<file path="config.mk">
export PLATFORM = sky130hd
export DESIGN_NAME = hdmi_rx_clk_rst_seq_flat
export DESIGN_NICKNAME = d
export VERILOG_FILES = /design/src/rtl/hdmi_rx_pkg.sv /design/src/rtl/hdmi_rx_clk_rst_seq_if.sv /design/src/rtl/hdmi_rx_clk_activity.sv /design/src/rtl/hdmi_rx_clk_rst_seq.sv /design/src/flat_wrapper.sv
export SDC_FILE = /design/constraint.sdc
export NUM_CORES = 1
export LEC_CHECK = 0
export ABC_CLOCK_PERIOD_IN_PS = 4650
export CAP_MARGIN = 10
export CORE_MARGIN = 10
export CORE_UTILIZATION = 61
export DETAILED_ROUTE_END_ITERATION = 7
export PLACE_DENSITY_LB_ADDON = 0.2
export SLEW_MARGIN = 30
export SYNTH_ARGS = -nofsm -noshare
export SYNTH_HDL_FRONTEND = slang
export SYNTH_SLANG_ARGS = --single-unit
</file>
<file path="constraint.sdc">
create_clock -name i_clk -period 4.65 [get_ports i_clk]
set_input_delay 1.395 -clock i_clk [delete_from_list [all_inputs] [get_ports i_clk]]
set_output_delay 1.395 -clock i_clk [all_outputs]
set_load 0.02 [all_outputs]
</file>
<file path="src/rtl/hdmi_rx_pkg.sv">
`default_nettype none
// ============================================================================
//  Module   : hdmi_rx_pkg
//  Purpose  : Shared definitions for the HDMI RX clock/reset blocks: sequencer
//             state encoding, state width and default timing constants.
//  Ports    : none (package)
//  Revision : 1.0  initial release
// ============================================================================
package hdmi_rx_pkg;

  localparam int unsigned c_STATE_W = 3;
  localparam int unsigned c_RETRY_W = 8;

  // Encoding is visible on o_state, so the values are fixed.
  typedef enum logic [c_STATE_W-1:0] {
    ST_IDLE      = 3'd0,
    ST_MMCM_RST  = 3'd1,
    ST_WAIT_LOCK = 3'd2,
    ST_SETTLE    = 3'd3,
    ST_RUN       = 3'd4
  } seq_state_t;

  localparam int unsigned c_DEF_RST_CYCLES    = 16;
  localparam int unsigned c_DEF_LOCK_TIMEOUT  = 100000;
  localparam int unsigned c_DEF_SETTLE_CYCLES = 64;
  localparam int unsigned c_DEF_ACT_WINDOW    = 1024;
  localparam int unsigned c_DEF_MIN_EDGES     = 4;

endpackage
`default_nettype wire

</file>
<file path="src/rtl/hdmi_rx_clk_rst_seq_if.sv">
`default_nettype none
// ============================================================================
//  Module   : hdmi_rx_clk_rst_seq_if
//  Purpose  : Signal bundle between the RX clock/reset sequencer and its
//             environment (MMCM, deserializers, debug).
//  Signals  : i_pixclk_toggle, i_mmcm_locked  -> into sequencer (async)
//             o_mmcm_rst, o_serdes_rst, o_ready, o_state, o_retry_cnt,
//             o_timeout                      <- from sequencer
//  Modports : slave  = sequencer side, master = environment side
//  Revision : 1.0  initial release
// ============================================================================
interface hdmi_rx_clk_rst_seq_if;
  import hdmi_rx_pkg::*;

  logic                 i_pixclk_toggle;
  logic                 i_mmcm_locked;
  logic                 o_mmcm_rst;
  logic                 o_serdes_rst;
  logic                 o_ready;
  logic [c_STATE_W-1:0] o_state;
  logic [c_RETRY_W-1:0] o_retry_cnt;
  logic                 o_timeout;

  modport slave (
    input  i_pixclk_toggle, i_mmcm_locked,
    output o_mmcm_rst, o_serdes_rst, o_ready, o_state, o_retry_cnt, o_timeout
  );

  modport master (
    output i_pixclk_toggle, i_mmcm_locked,
    input  o_mmcm_rst, o_serdes_rst, o_ready, o_state, o_retry_cnt, o_timeout
  );

endinterface
`default_nettype wire

</file>
<file path="src/rtl/hdmi_rx_clk_activity.sv">
`default_nettype none
// ============================================================================
//  Module   : hdmi_rx_clk_activity
//  Purpose  : Pixel-clock presence detector. Synchronizes a toggle generated
//             in the pixel domain, counts its edges over a fixed window of
//             system clocks and flags the clock present when enough edges
//             were seen in the last complete window.
//  Ports    : i_clk          system clock
//             i_rst_n        synchronous active-low reset
//             i_toggle       async toggle from the pixel domain
//             o_clk_present  registered presence flag (updates at window wrap)
//  Revision : 1.0  initial release
// ============================================================================
module hdmi_rx_clk_activity
  import hdmi_rx_pkg::*;
#(
  parameter int unsigned ACT_WINDOW = c_DEF_ACT_WINDOW,
  parameter int unsigned MIN_EDGES  = c_DEF_MIN_EDGES
) (
  input  logic i_clk,
  input  logic i_rst_n,
  input  logic i_toggle,
  output logic o_clk_present
);

  localparam int unsigned c_WIN_W  = $clog2(ACT_WINDOW + 1);
  localparam int unsigned c_EDGE_W = $clog2(MIN_EDGES + 1);
  localparam logic [c_WIN_W-1:0]  c_WIN_LAST = c_WIN_W'(ACT_WINDOW - 1);
  localparam logic [c_EDGE_W-1:0] c_EDGE_MAX = c_EDGE_W'(MIN_EDGES);

  logic                r_tog_s1;
  logic                r_tog_s2;
  logic                r_tog_s3;
  logic [c_WIN_W-1:0]  r_win;
  logic [c_EDGE_W-1:0] r_edges;
  logic                r_present;
  logic                w_edge;
  logic [c_EDGE_W-1:0] w_edges_inc;

  // s1/s2 form the synchronizer; s3 only delays s2 for edge detection.
  assign w_edge = r_tog_s2 ^ r_tog_s3;

  // Saturating count that includes an edge arriving in the current cycle,
  // so the wrap decision covers the whole window.
  assign w_edges_inc = (w_edge && (r_edges != c_EDGE_MAX)) ?
                       r_edges + c_EDGE_W'(1) : r_edges;

  always_ff @(posedge i_clk) begin
    if (!i_rst_n) begin
      r_tog_s1 <= 1'b0;
      r_tog_s2 <= 1'b0;
      r_tog_s3 <= 1'b0;
    end else begin
      r_tog_s1 <= i_toggle;
      r_tog_s2 <= r_tog_s1;
      r_tog_s3 <= r_tog_s2;
    end
  end

  always_ff @(posedge i_clk) begin
    if (!i_rst_n) begin
      r_win     <= '0;
      r_edges   <= '0;
      r_present <= 1'b0;
    end else if (r_win == c_WIN_LAST) begin
      r_win     <= '0;
      r_edges   <= '0;
      r_present <= (w_edges_inc == c_EDGE_MAX);
    end else begin
      r_win   <= r_win + c_WIN_W'(1);
      r_edges <= w_edges_inc;
    end
  end

  assign o_clk_present = r_present;

endmodule
`default_nettype wire

</file>
<file path="src/rtl/hdmi_rx_clk_rst_seq.sv">
`default_nettype none
// ============================================================================
//  Module   : hdmi_rx_clk_rst_seq
//  Purpose  : HDMI RX serial-clock bring-up sequencer. Waits for pixel-clock
//             activity, pulses the MMCM reset, waits for lock with a timeout
//             and retry, then releases the deserializer reset after a settle
//             interval. Restarts on lock loss or pixel-clock loss.
//  Ports    : i_clk      free-running system clock (only clock)
//             i_rst_n    synchronous active-low reset
//             bus.slave  toggle/lock inputs, MMCM/serdes resets, ready,
//                        debug state, retry counter, timeout pulse
//  Revision : 1.0  initial release
// ============================================================================
module hdmi_rx_clk_rst_seq
  import hdmi_rx_pkg::*;
#(
  parameter int unsigned RST_CYCLES    = c_DEF_RST_CYCLES,
  parameter int unsigned LOCK_TIMEOUT  = c_DEF_LOCK_TIMEOUT,
  parameter int unsigned SETTLE_CYCLES = c_DEF_SETTLE_CYCLES,
  parameter int unsigned ACT_WINDOW    = c_DEF_ACT_WINDOW,
  parameter int unsigned MIN_EDGES     = c_DEF_MIN_EDGES
) (
  input  logic                  i_clk,
  input  logic                  i_rst_n,
  hdmi_rx_clk_rst_seq_if.slave  bus
);

  localparam int unsigned c_RST_W = $clog2(RST_CYCLES + 1);
  localparam int unsigned c_TO_W  = $clog2(LOCK_TIMEOUT + 1);
  localparam int unsigned c_SET_W = $clog2(SETTLE_CYCLES + 1);
  localparam logic [c_RST_W-1:0] c_RST_LAST = c_RST_W'(RST_CYCLES - 1);
  localparam logic [c_TO_W-1:0]  c_TO_LAST  = c_TO_W'(LOCK_TIMEOUT - 1);
  localparam logic [c_SET_W-1:0] c_SET_LAST = c_SET_W'(SETTLE_CYCLES - 1);
  localparam logic [c_RETRY_W-1:0] c_RETRY_MAX = '1;

  seq_state_t           r_state;
  seq_state_t           w_next_state;
  logic                 w_state_change;
  logic                 w_timeout;
  logic                 w_clk_present;
  logic                 r_lock_s1;
  logic                 r_lock_s2;
  logic                 w_locked_s;
  logic [c_RST_W-1:0]   r_rst_cnt;
  logic [c_TO_W-1:0]    r_to_cnt;
  logic [c_SET_W-1:0]   r_set_cnt;
  logic                 r_mmcm_rst;
  logic                 r_serdes_rst;
  logic                 r_ready;
  logic                 r_timeout;
  logic [c_RETRY_W-1:0] r_retry_cnt;

  hdmi_rx_clk_activity #(
    .ACT_WINDOW (ACT_WINDOW),
    .MIN_EDGES  (MIN_EDGES)
  ) u_activity (
    .i_clk         (i_clk),
    .i_rst_n       (i_rst_n),
    .i_toggle      (bus.i_pixclk_toggle),
    .o_clk_present (w_clk_present)
  );

  always_ff @(posedge i_clk) begin
    if (!i_rst_n) begin
      r_lock_s1 <= 1'b0;
      r_lock_s2 <= 1'b0;
    end else begin
      r_lock_s1 <= bus.i_mmcm_locked;
      r_lock_s2 <= r_lock_s1;
    end
  end

  assign w_locked_s = r_lock_s2;

  always_ff @(posedge i_clk) begin
    if (!i_rst_n) begin
      r_state <= ST_IDLE;
    end else begin
      r_state <= w_next_state;
    end
  end

  // Pixel-clock loss overrides everything; inside WAIT_LOCK a lock seen in
  // the same cycle as the timeout wins, so no retry is counted then.
  always_comb begin
    w_next_state = r_state;
    w_timeout    = 1'b0;
    if ((r_state != ST_IDLE) && !w_clk_present) begin
      w_next_state = ST_IDLE;
    end else begin
      unique case (r_state)
        ST_IDLE: begin
          if (w_clk_present) w_next_state = ST_MMCM_RST;
        end
        ST_MMCM_RST: begin
          if (r_rst_cnt == c_RST_LAST) w_next_state = ST_WAIT_LOCK;
        end
        ST_WAIT_LOCK: begin
          if (w_locked_s) begin
            w_next_state = ST_SETTLE;
          end else if (r_to_cnt == c_TO_LAST) begin
            w_next_state = ST_MMCM_RST;
            w_timeout    = 1'b1;
          end
        end
        ST_SETTLE: begin
          if (!w_locked_s) begin
            w_next_state = ST_MMCM_RST;
          end else if (r_set_cnt == c_SET_LAST) begin
            w_next_state = ST_RUN;
          end
        end
        ST_RUN: begin
          if (!w_locked_s) w_next_state = ST_MMCM_RST;
        end
        default: w_next_state = ST_IDLE;
      endcase
    end
  end

  assign w_state_change = (w_next_state != r_state);

  // Each counter only runs in its own state and is zero on entry; the FSM
  // leaves the state at the terminal count, so none of them can wrap.
  always_ff @(posedge i_clk) begin
    if (!i_rst_n) begin
      r_rst_cnt <= '0;
      r_to_cnt  <= '0;
      r_set_cnt <= '0;
    end else begin
      r_rst_cnt <= (w_state_change || (r_state != ST_MMCM_RST)) ?
                   '0 : r_rst_cnt + c_RST_W'(1);
      r_to_cnt  <= (w_state_change || (r_state != ST_WAIT_LOCK)) ?
                   '0 : r_to_cnt + c_TO_W'(1);
      r_set_cnt <= (w_state_change || (r_state != ST_SETTLE)) ?
                   '0 : r_set_cnt + c_SET_W'(1);
    end
  end

  // Outputs are decoded from the next state into flops, so they track the
  // registered state exactly and are glitch-free.
  always_ff @(posedge i_clk) begin
    if (!i_rst_n) begin
      r_mmcm_rst   <= 1'b1;
      r_serdes_rst <= 1'b1;
      r_ready      <= 1'b0;
      r_timeout    <= 1'b0;
      r_retry_cnt  <= '0;
    end else begin
      r_mmcm_rst   <= (w_next_state == ST_IDLE) || (w_next_state == ST_MMCM_RST);
      r_serdes_rst <= (w_next_state != ST_RUN);
      r_ready      <= (w_next_state == ST_RUN);
      r_timeout    <= w_timeout;
      if (w_timeout && (r_retry_cnt != c_RETRY_MAX)) begin
        r_retry_cnt <= r_retry_cnt + c_RETRY_W'(1);
      end
    end
  end

  assign bus.o_mmcm_rst   = r_mmcm_rst;
  assign bus.o_serdes_rst = r_serdes_rst;
  assign bus.o_ready      = r_ready;
  assign bus.o_state      = r_state;
  assign bus.o_retry_cnt  = r_retry_cnt;
  assign bus.o_timeout    = r_timeout;

endmodule
`default_nettype wire

</file>
<file path="src/flat_wrapper.sv">
// flat-port wrapper written by rule: the top's interface ports become plain ports
module hdmi_rx_clk_rst_seq_flat import hdmi_rx_pkg::*;
#(
  parameter int unsigned RST_CYCLES    = c_DEF_RST_CYCLES,
  parameter int unsigned LOCK_TIMEOUT  = c_DEF_LOCK_TIMEOUT,
  parameter int unsigned SETTLE_CYCLES = c_DEF_SETTLE_CYCLES,
  parameter int unsigned ACT_WINDOW    = c_DEF_ACT_WINDOW,
  parameter int unsigned MIN_EDGES     = c_DEF_MIN_EDGES
)
  (i_clk, i_rst_n, bus_i_pixclk_toggle, bus_i_mmcm_locked, bus_o_mmcm_rst, bus_o_serdes_rst, bus_o_ready, bus_o_state, bus_o_retry_cnt, bus_o_timeout);
  hdmi_rx_clk_rst_seq_if bus_i ();
  input  logic i_clk;
  input  logic i_rst_n;
  input wire logic [$bits(bus_i.i_pixclk_toggle)-1:0] bus_i_pixclk_toggle;
  input wire logic [$bits(bus_i.i_mmcm_locked)-1:0] bus_i_mmcm_locked;
  output wire logic [$bits(bus_i.o_mmcm_rst)-1:0] bus_o_mmcm_rst;
  output wire logic [$bits(bus_i.o_serdes_rst)-1:0] bus_o_serdes_rst;
  output wire logic [$bits(bus_i.o_ready)-1:0] bus_o_ready;
  output wire logic [$bits(bus_i.o_state)-1:0] bus_o_state;
  output wire logic [$bits(bus_i.o_retry_cnt)-1:0] bus_o_retry_cnt;
  output wire logic [$bits(bus_i.o_timeout)-1:0] bus_o_timeout;
  assign bus_i.i_pixclk_toggle = bus_i_pixclk_toggle;
  assign bus_i.i_mmcm_locked = bus_i_mmcm_locked;
  assign bus_o_mmcm_rst = bus_i.o_mmcm_rst;
  assign bus_o_serdes_rst = bus_i.o_serdes_rst;
  assign bus_o_ready = bus_i.o_ready;
  assign bus_o_state = bus_i.o_state;
  assign bus_o_retry_cnt = bus_i.o_retry_cnt;
  assign bus_o_timeout = bus_i.o_timeout;
  hdmi_rx_clk_rst_seq #(.RST_CYCLES(RST_CYCLES), .LOCK_TIMEOUT(LOCK_TIMEOUT), .SETTLE_CYCLES(SETTLE_CYCLES), .ACT_WINDOW(ACT_WINDOW), .MIN_EDGES(MIN_EDGES)) u_core (.i_clk(i_clk), .i_rst_n(i_rst_n), .bus(bus_i));
endmodule
</file>
==> results of run 1 <==
==> kinds of logic after synthesis <==
group,after synthesis
XOR/XNOR,27
AND/OR/NAND/NOR,155
AO/OA/AOI/OAI,49
flip-flops,64
buffers and inverters,25
adder cells (fa/ha/maj),8
==> routing by layer <==
layer / vias to the layer above / GRT usage [%] / share of wire, %
met1: 1181 / 18.7 / 46
met3: 11 / 5.23 / 3.9
met5: - / 0 / 0
li1: 1230 / - / -
met2: 45 / 27.3 / 48
met4: 0 / 8.38 / 2.0
==> final cells by class <==
| type | instances | area (um2) |
|---|---|---|
| Inverter | 15 | 56.3 |
| Tap cell | 67 | 83.8 |
| Timing Repair Buffer | 20 | 195 |
| Fill cell | 359 | 1280 |
| Clock buffer | 11 | 141 |
| Sequential cell | 64 | 1280 |
| Multi-Input combinational cell | 239 | 1580 |
| Clock inverter | 5 | 104 |
==> how the worst max path moves through the flow <==
stage / startpoint / to / slack (ps)
2_1_floorplan: i_rst_n / u_core.r_to_cnt[10] / 2380
3_3_place_gp: i_rst_n / u_core.r_to_cnt[12] / 1430
3_5_place_dp: i_rst_n / u_core.bus.o_mmcm_rst / 1560
4_1_cts: u_core.bus.o_state[0] / bus_o_state[0] / 1720
5_1_grt: u_core.bus.o_state[0] / bus_o_state[0] / 1660
6_report: u_core.bus.o_state[2] / bus_o_state[2] / 1720
==> Yosys cell counts (all sizes together) (5+ instances only) <==
cell type / instances
a21oi: 8
clkbuf: 8
xnor2: 13
and2: 9
or3: 5
a211oi: 9
dfxtp: 64
xor2: 14
nand3: 21
ha: 8
nor4: 5
nor3: 16
nand2: 20
nor2: 30
nand2b: 9
nand4: 9
and3: 7
inv: 15
o21ai: 10
==> flip-flops by register name, indices dropped and copies added (netlist names), 3 cells and up <==
register,count
u_core.r_to_cnt,17
u_core.r_set_cnt,7
u_core.u_activity.r_edges,3
u_core.u_activity.r_win,11
u_core.bus.o_retry_cnt,8
u_core.bus.o_state,3
u_core.r_rst_cnt,5
==> where the power goes <==
part	switching [mW]	internal, mW	leakage (nW)
registers	0.00380	0.553	0.517
logic	0.0127	0.00976	0.510
clock network	0.211	0.371	0.124
==> metrics.txt, run 1 <==
Hold Path Depth=2; xor and xnor fraction of the mapped netlist area=7.99%; number of global-route vias before repair=2325; Post-Synthesis Cells=328; Seq/Total Area, Yosys=43.3%; DP HPWL=around 4200 um; ys async rst share=0%; commonest cells after routing, fill and taps aside=64 x dfxtp_1, 30 x nor2_1, 21 x nand3_1; Yosys reg bits=64; Slew Limit Fails=0; I/O Pins=19; I/O Buffers=18; via count=2467; CP startpoint kind=register; crit path DAT=around 1500 ps; critical path fanouts, max=10; VDD IR max=~0.3 mV; Adder-Cell Fraction of Synth Area=3.38%; Setup Fix Bufs, Post-CTS=0; Synthesis Warnings=0; crit path cell chain=clkdlybuf4s50_1; CP Class=register to output port; critical-path cell with the highest stage delay=clkdlybuf4s50_1; core area=4720 um2; Rows=25; RR Endpoint=u_core.r_to_cnt[11]; number of synthesized flops with an enable pin=0; area leader, netlist=dfxtp_1; Die W=89.7 um; Core Util, Final=72.9%; R2R Setup Slk=2450 ps; final instance area=3440 um2; area delta synth->final=16.3%; die height=between 80 and 90 um; CTS clk-pin slew, worst paths=around 70 ps; Worst Hold Launch=u_core.u_activity.r_win[10]; initial drt markers=roughly 120; drt drc=0; Synth Flop Type=dfxtp_1; Final Skew=between 8 and 9 ps; antenna cells=0; setup ws final=between 1500 and 2000 ps; Worst EP required=roughly 3300 ps; Syn Std Cell Area=approximately 3000 um2; top cell family by delay on the critical path=buffers and inverters; Yosys top cell area share=between 40% and 50%; # setup viols final=0; worst slack on hold paths=427 ps; unrepaired setup endpoints after global routing=no; clk_lat worst skew=~350 ps; GRT overflow=0; crit path time final=just under 3000 ps; Tightest Hold Check Type=register to register; filler-free cell count of the finished design=421; overall routing resource usage=between 10% and 20%; static leakage=1.15 nW; largest net degree at the start of global routing=23; fmax=about 340 MHz; DRT Wirelength=around 6000 um; Worst path max stage delay=~680 ps; Compound-Gate Fraction of Synth Area=between 10% and 20%; Levels on crit path=1; largest family of logic cells by synthesized area=simple AND/OR/NAND/NOR gates; cell total after placement=a little over 400; Critical path buffers and inverters=1; Starting Density=around 63%; CTS Hold Buffers Added=0; pre-CTS setup slack=1560 ps; Root Buffer=clkbuf_8; GPL Wtd Cong=0.831; r2r startpoint=u_core.r_to_cnt[0]; layout cells sized above 1=8.19%; initial antenna violation count=0; Max-Cap Viols=0; Worst Hold Path EP=u_core.u_activity.r_win[10]; H-tree depth=3; Num CTS Buffers=9; Least-Margin Pin Slew=between 800 and 900 ps; most common cell after layout, fill and taps aside=dfxtp_1; status=complete, no violations; R2R cell count=5; DR pass1 iterations=4; Worst slew margin=about two fifths; CTS tree=yes; post-synthesis mux area share=0%; antenna viol nets, final=0; die area=approximately 8000 um2; Critical Path Sink Type=output port; Tcrit/Tclk final=a little over three fifths; Area after DPL=roughly 3200 um2; wire length per cell=around 14 um; Synth Area in Simple Gates=a little under 30%; Power, Total=1.16 mW; NumNets Final=about 360; first-pass GRT wire length=between 10000 and 15000 um; Max Buffers Root-to-Sink=2; setup tns final=0 ps; Syn Area/Cell=~9 um2; routed vias/inst=about 6; Final Hold Fails=0; PwrDens=about 340 nW/um2; Clock Sinks=64; ranking of synthesized cells by area=dfxtp_1 43%, xor2_1 4.1%, xnor2_1 3.8%; cts repair resizes=0; Post-Syn Nets=340; Yosys cell types=51
No activity file was read; power rests on OpenSTA's default activity.
==> run 2: changes to the inputs <==
Settings changed: ABC_CLOCK_PERIOD_IN_PS 4650 to 2700, CORE_UTILIZATION 61 to 58.
Clock period 4.65 ns to 2.7 ns, I/O delays scaled along.
==> run 2 against run 1 <==
- clock-buffer cell count is the same
- non-clock buffer count is 2 higher
- via count down 2.6%
- final area decreased by 2.8%
- sequential cell count unchanged
- clock skew is 3.6 ps lower
- clock power rose by 10%
- critical endpoint is now bus_o_state[0]
- highest routed layer unchanged
==> metrics.txt, run 2 (same netlist as run 1, synthesis figures left out) <==
PwrDens=490 nW/um2 (+45%); I/O Pins=19 (unchanged); DR pass1 iterations=4 (unchanged); fmax=425 MHz; largest net degree at the start of global routing=20 (-13%); unrepaired setup endpoints after global routing=no; Die W=91.4 um (+2.0%); antenna cells=0 (unchanged); Tcrit/Tclk final=~87%; GRT overflow=0 (unchanged); max FFs per register=17 (unchanged); Setup Fix Bufs, Post-CTS=0 (unchanged); Max Buffers Root-to-Sink=2 (unchanged); R2R Setup Slk=470 ps (-1980 ps); layout cells sized above 1=7.37% (-0.83 points); Logic pwr share=2.3% (+0.4 points); clk_lat worst skew=340 ps (about the same); Max-Cap Viols=0 (unchanged); Core Util, Final=69.0% (-3.8 points); Worst Hold Launch=u_core.u_activity.r_win[10]; commonest cells after routing, fill and taps aside=64 x dfxtp_1, 30 x nor2_1, 21 x nand3_1; Rows=25 (unchanged); CTS tree=yes; most common cell after layout, fill and taps aside=dfxtp_1; initial drt markers=95 (-23%); routed vias/inst=5.72 (-2.4%); Power, Total=1.64 mW (+41%); core area=4850 um2 (+2.6%); DP HPWL=4250 um (+0.73%); crit path cell chain=clkdlybuf4s50_1; r2r startpoint=u_core.r_to_cnt[0]; worst slack on hold paths=423 ps (-3.98 ps); drt drc=0 (unchanged); cts repair resizes=0 (unchanged); Root Buffer=clkbuf_8; CTS Hold Buffers Added=0 (unchanged); DRT Wirelength=5970 um (-2.0%); setup ws final=348 ps (-1370 ps); VDD IR max=0.422 mV (+45%); Largest Register=u_core.r_to_cnt; CP startpoint kind=register; via count=2402 (-2.6%); CP Class=register to output port; Critical path buffers and inverters=1 (unchanged); net switching power=0.355 mW (+56%); GPL Wtd Cong=0.795 (-4.3%); H-tree depth=3 (unchanged); top cell family by delay on the critical path=buffers and inverters; Worst path max stage delay=680 ps (about the same); crit path time final=about 2400 ps; Starting Density=61.1% (-1.6 points); crit path DAT=1540 ps (about the same); R2R cell count=6 (+1); number of global-route vias before repair=2321 (-0.17%); I/O Buffers=18 (unchanged); setup tns final=0 ps (unchanged); Worst Hold Path EP=u_core.u_activity.r_win[10]; Tightest Hold Check Type=register to register; static leakage=1.11 nW (-3.7%); overall routing resource usage=14.9% (-1.6 points); Critical Path Sink Type=output port; area delta synth->final=13.1%; critical path fanouts, max=10 (unchanged); # setup viols final=0 (unchanged); Final Hold Fails=0 (unchanged); Worst EP required=1890 ps (-1360 ps); Clk network pwr share=39.2% (-11 points); Hold Path Depth=2 (unchanged); antenna viol nets, final=0 (unchanged); RR Endpoint=u_core.r_to_cnt[14]; wire length per cell=14.2 um (-1.8%); Cell Int Power=1.28 mW (+38%); Least-Margin Pin Slew=617 ps (-263 ps); Num CTS Buffers=9 (unchanged); Worst slew margin=58.5% (+17 points); critical-path cell with the highest stage delay=clkdlybuf4s50_1; initial antenna violation count=0 (unchanged); die area=8360 um2 (+4.0%); Flop pwr share=58.5% (+10 points); pre-CTS setup slack=310 ps (-1250 ps); Clock Sinks=64 (unchanged); CTS clk-pin slew, worst paths=60 ps (about the same); Slew Limit Fails=0 (unchanged); NumNets Final=363 (+0.55%); die height=91.4 um (+2.0%); first-pass GRT wire length=10400 um (-0.26%); Final Skew=5.27 ps (-3.62 ps); sw frac=21.7% (+2.1 points); status=complete, no violations
run 2: cell count changes in the layout (fill, tap and decap cells not counted), sizes merged:
cell,change
bufinv,-3
buf,+2
run 2: power groups by stage:
stage	clock network, mW	logic, mW	registers, mW
6_report	0.642	0.0373	0.960
5_1_grt	0.695	0.0434	0.961
4_1_cts	0.661	0.0380	0.960
3_5_place_dp	0	0.0377	0.981
3_3_place_gp	0	0.0360	0.980
2_1_floorplan	0	0.0269	0.979
run 2: worst max-delay path by stage:
stage / startpoint / cells past startpoint / slack, ps / endpoint
finish: u_core.bus.o_state[0] / 1 / 350 / bus_o_state[0]
floorplan: u_core.r_rst_cnt[0] / 8 / 610 / u_core.r_to_cnt[3]
CTS: u_core.bus.o_state[0] / 1 / 330 / bus_o_state[0]
global placement: i_rst_n / 6 / 360 / u_core.r_to_cnt[16]
detailed placement: i_rst_n / 6 / 310 / u_core.r_to_cnt[14]
global route: u_core.r_to_cnt[0] / 6 / 280 / u_core.r_to_cnt[14]
run 2: routing by layer:
metal / GRT usage [%] / part of all wire [%]
met5: 0 / 0
met2: 24.1 / 48
met4: 6.66 / 1.4
met3: 5.27 / 3.6
met1: 17.3 / 47
run 2: area by class of cell:
type,count,area [um2]
well taps,67,83.8
repair buffers,22,208
flip-flops and latches,64,1280
fillers,415,1500
clock inverters,2,10.0
inverters,15,56.3
multi-input cells,239,1580
clock buffers,11,131
run 2: worst register-to-register path, cell delays in order, from the launching register on:
cell,delay [ps]
dfxtp_1,420
ha_1,370
and4b_1,250
nand3_1,210
o21ai_1,500
buf_4,290
a211oi_1,70
run 2: per-stage QoR:
step / area [um2] / instances
after global placement: 3200 / 406
after detailed placement: 3200 / 406
after global routing: 3350 / 420
final: 3350 / 420
after CTS: 3340 / 419
after floorplan: 2960 / 328
